**src/rtl/fifo_rd_stream.sv**
```systemverilog
// Read-side output stage of the async FIFO: turns the pop/registered-read interface into a
// valid/ready stream through a 2-entry holding buffer, and counts delivered words.
module fifo_rd_stream #(
  parameter int unsigned DATAW = 8,
  parameter int unsigned CNTW  = 16
) (
  input  logic             rclk,
  input  logic             rrst,
  input  logic             empty_i,
  input  logic [DATAW-1:0] rdata_i,
  output logic             rinc_o,
  output logic             m_valid_o,
  input  logic             m_ready_i,
  output logic [DATAW-1:0] m_data_o,
  output logic [CNTW-1:0]  out_cnt_o
);

  logic [DATAW-1:0] slot0_q, slot0_d;
  logic [DATAW-1:0] slot1_q, slot1_d;
  logic [1:0]       cnt_q, cnt_d;
  logic             inflight_q;
  logic [CNTW-1:0]  out_cnt_q;
  logic             pop;
  logic [2:0]       occ;

  assign m_valid_o = (cnt_q != 2'd0);
  assign m_data_o  = slot0_q;
  assign out_cnt_o = out_cnt_q;
  assign pop       = m_valid_o & m_ready_i;

  // Slots already spoken for once this cycle's transfer leaves; keeping it below 2 means a
  // newly requested word always has a free slot when it arrives.
  assign occ    = {1'b0, cnt_q} + {2'b00, inflight_q} - {2'b00, pop};
  assign rinc_o = ~rrst & ~empty_i & (occ < 3'd2);

  always_comb begin
    slot0_d = slot0_q;
    slot1_d = slot1_q;
    cnt_d   = cnt_q + {1'b0, inflight_q} - {1'b0, pop};
    if (pop && (cnt_q == 2'd2)) begin
      slot0_d = slot1_q;
    end
    if (inflight_q) begin
      case (cnt_q)
        2'd0: slot0_d = rdata_i;
        2'd1: begin
          if (pop) begin
            slot0_d = rdata_i;
          end else begin
            slot1_d = rdata_i;
          end
        end
        default: slot1_d = rdata_i;
      endcase
    end
  end

  always_ff @(posedge rclk) begin
    if (rrst) begin
      slot0_q    <= '0;
      slot1_q    <= '0;
      cnt_q      <= 2'd0;
      inflight_q <= 1'b0;
      out_cnt_q  <= '0;
    end else begin
      slot0_q    <= slot0_d;
      slot1_q    <= slot1_d;
      cnt_q      <= cnt_d;
      inflight_q <= rinc_o & ~empty_i;
      if (pop) begin
        out_cnt_q <= out_cnt_q + 1'b1;
      end
    end
  end

endmodule
```
**config.mk**
```make
export PLATFORM = sky130hd
export DESIGN_NAME = fifo_rd_stream
export DESIGN_NICKNAME = d
export VERILOG_FILES = /design/src/rtl/fifo_rd_stream.sv
export SDC_FILE = /design/constraint.sdc
export NUM_CORES = 1
export LEC_CHECK = 0
export CAP_MARGIN = 20
export CORE_ASPECT_RATIO = 1.4
export CORE_MARGIN = 1.5
export CORE_UTILIZATION = 54
export CTS_BUF_LIST = sky130_fd_sc_hd__clkbuf_4
export DETAILED_ROUTE_END_ITERATION = 10
export PLACE_DENSITY = 0.85
export SYNTH_ARGS = -nofsm -noshare
export SYNTH_HDL_FRONTEND = slang
export SYNTH_SLANG_ARGS = --single-unit
```
**constraint.sdc**
```tcl
create_clock -name rclk -period 3.2 [get_ports rclk]
set_input_delay 0.48 -clock rclk [delete_from_list [all_inputs] [get_ports rclk]]
set_output_delay 0.48 -clock rclk [all_outputs]
set_load 0.02 [all_outputs]
```
==> flow_summary_export.csv <==
group,metric,value,unit
synth,synth.area.top_cells,"dfxtp_1, mux2i_1, nor2_1, xnor2_1, a211oi_1",
timing,tns,0,ns
global_route,grt_pass1_wl,5460,um
pwr,p_total,0.00117,W
synth,yosysMostFrequentCell,"dfxtp_1",
critical_path,cp_slowest_cell,"clkdlybuf4s50_1",
synth,synth_commonest_cells,"dfxtp_1, nor2_1, mux2i_1",
synth,synth_seq_cells,35,
critical_path,cp_common_cell,"nand2_1",
pwr,powerDensity,585,nW/um2
synth,ys_seq_area_share,46.1,%
synth,avgSynthCellArea,9.27,um2
clock_tree,path_clk_slew,0.10,ns
critical_path,path_delay_family,"buffers and inverters",
critical_path,arrival,2.44,ns
timing,finClkSkew,0.00611,ns
pwr,power_leakage,0.799,nW
timing,setup_viol,0,
clock_tree,clk_latency,0.34,ns
global_route,grt_pass1_vias,1303,
run_status,status,"complete, no violations",
critical_path,crit_fanout,3,
placement,dp_cells,237,
clock_tree,cts_buffers,5,
critical_path,path_cells,"clkdlybuf4s50_1 -> nand2_1 -> or2_2 -> nand2_1 -> ha_1 -> fa_1 -> nor4_1 -> clkbuf_2",
pwr,ir_drop,0.000489,V
worst_hold_path,min_path_type,"reg -> reg",
critical_path,worst_setup_path_end_kind,"output port",
global_route,antenna_found_initial,0,
placement,port_buffers,37,
finish,drive_gt1_share,8.61,%
detailed_routing,vias,1310,
global_route,grt_max_degree,36,
critical_path,crit_required,2.72,ns
clock_tree,h-tree-depth,2,
detailed_routing,drt.antenna.violating_nets,0,
synth,syn_nets,179,
finish,diodes,0,
critical_path,crit_path_start_kind,"input pin",
floorplan,die_area,3150,um2
placement,dp_hpwl,2470,um
detailed_routing,drt-vias-per-instance,5.35,
floorplan,dieHeight,65.8,um
timing,rsz0062_at_grt,"no",
detailed_routing,finalWirelength,3240,um
finish,syn_to_final_growth,31.8,%
placement,dpl_worst_slack,-0.188,ns
timing,fin_crit,2.92,ns
clock_tree,cts_buffer_depth,2,
synth,synth_enable_flop_cells,0,
detailed_routing,drc,0,
timing,tightest_slew,0.644,ns
synth,yosysTopAreaCell,"dfxtp_1",
floorplan,rows,22,
finish,fillers,203,
synth,ys.flop_type,"dfxtp_1",
timing,finalWorstSetupSlack,0.276,ns
floorplan,boundaryPins,38,
timing,fmax,0.342,GHz
global_route,grtUsageTotal,24.5,%
detailed_routing,first_pass_iters,3,
timing,slew_viol_final,0,
synth,yosys.area.top_type_share,46.1,%
synth,synth_warnings,0,
job,drv_cap,0,
floorplan,die_w,47.8,um
synth,synth.distinct_cells,29,
clock_tree,clockRootBuffer,"clkbuf_4",
critical_path,worst-setup-path-type,"in -> out",
critical_path,cpPeakStageDelay,0.47,ns
synth,synth_area,1520,um2
synth,synth_cells,164,
clock_tree,numClockSinks,35,
timing,max_slew_margin,57.0,%
detailed_routing,drtIter0Drc,28,
timing,period_share,91.4,%
finish,instances_no_fill,245,
clock_tree,tritoncts,"built",
floorplan,core-area,2640,um2
clock_tree,postCtsHoldBufs,0,
floorplan,initial_core_util,57.5,%
critical_path,cp.buffers_inverters,2,
finish,nets,223,
global_route,globalRoute.totalOverflow,0,
placement,gp_congestion,0.724,
synth,async_flop_share,0,%
timing,hold_viol,0,
detailed_routing,wl_per_cell,13.2,um
==> stage by stage <==
step | util (%) | cell area [um2] | hold slack [ns]
6_report | 75.8 | 2000 | 0.498
5_1_grt | 75.8 | 2000 | 0.521
4_1_cts | 75.9 | 2010 | 0.498
3_5_place_dp | 74.0 | 1960 | 0.478
3_3_place_gp | 74.0 | 1960 | 0.467
2_1_floorplan | - | 1520 | 0.463
==> path summary, 6_finish.rpt <==
path / from / end / slack (ns) / depth (start not counted)
min: out_cnt_o[15]$_SDFFE_PP0P_ / out_cnt_o[15]$_SDFFE_PP0P_ / 0.50 / 2
max: m_ready_i / rinc_o / 0.28 / 8
max reg2reg: cnt_q[0]$_SDFF_PP0_ / inflight_q$_SDFF_PP0_ / 1.17 / 7
min reg2reg: out_cnt_o[15]$_SDFFE_PP0P_ / out_cnt_o[15]$_SDFFE_PP0P_ / 0.50 / 2
==> area by class of cell <==
type,instances,area [um2],area share [%]
Inverter,5,18.8,0.937
Clock buffer,6,45.0,2.25
Timing Repair Buffer,43,410,20.5
Tap cell,36,45.0,2.25
Multi-Input combinational cell,118,776,38.7
Clock inverter,2,7.51,0.375
Sequential cell,35,701,35.0
==> logic make-up after synthesis <==
| group | share of synthesized area, % |
|---|---|
| XOR/XNOR | 6.34 |
| adder cells (fa/ha/maj) | 2.96 |
| multiplexers | 11.2 |
| AND/OR/NAND/NOR | 20.5 |
| AO/OA/AOI/OAI | 10.0 |
| buffers and inverters | 2.88 |
| flip-flops | 46.1 |
==> flip-flops by register name, summed over array words and instances, names as in the netlist <==
signal	cells
inflight_q	1
slot1_q	8
out_cnt_o	16
cnt_q	2
m_data_o	8
==> report_power, final <==
group	total (W)	switching, W	internal (W)
Sequential	0.000540	0.0000435	0.000496
Clock	0.000230	0.000140	0.0000897
Combinational	0.000401	0.000206	0.000195
==> cells in the final DEF, fill, tap and decap left out, types with 2 or more instances in the layout <==
| master | n |
|---|---|
| a211oi_1 | 8 |
| a21oi_1 | 5 |
| and4_1 | 2 |
| buf_4 | 6 |
| clkbuf_4 | 6 |
| clkdlybuf4s50_1 | 36 |
| clkinv_1 | 2 |
| dfxtp_1 | 35 |
| ha_1 | 2 |
| inv_1 | 5 |
| mux2i_1 | 17 |
| nand2_1 | 9 |
| nand3_1 | 4 |
| nand4_1 | 2 |
| nor2_1 | 29 |
| nor2b_1 | 3 |
| nor3_1 | 4 |
| nor4_1 | 4 |
| o21ai_0 | 3 |
| o31ai_1 | 2 |
| or2_2 | 2 |
| or3_1 | 3 |
| or4_1 | 2 |
| xnor2_1 | 9 |
| xor2_1 | 2 |
==> timing repair <==
item                       4_1_cts  5_1_grt
setup endpoints to repair        1        1
resized for setup                1        3
setup buffers                    0        0
==> worst register-to-register path, cell delays in order, from the launching register on <==
cell     delay (ns)
dfxtp_1        0.44
or2_2          0.17
nand2_1        0.06
or2_2          0.28
nand2_1        0.07
ha_1           0.16
fa_1           0.46
nor4_1         0.30
==> routing by layer <==
layer,part of all wire (%),GRT usage (%),up-vias
li1,-,-,666
met1,39,24.8,608
met2,54,44.2,30
met3,4.6,7.38,6
met4,1.7,9.12,0
met5,0,0,-
(Power assumes the default switching activity.)
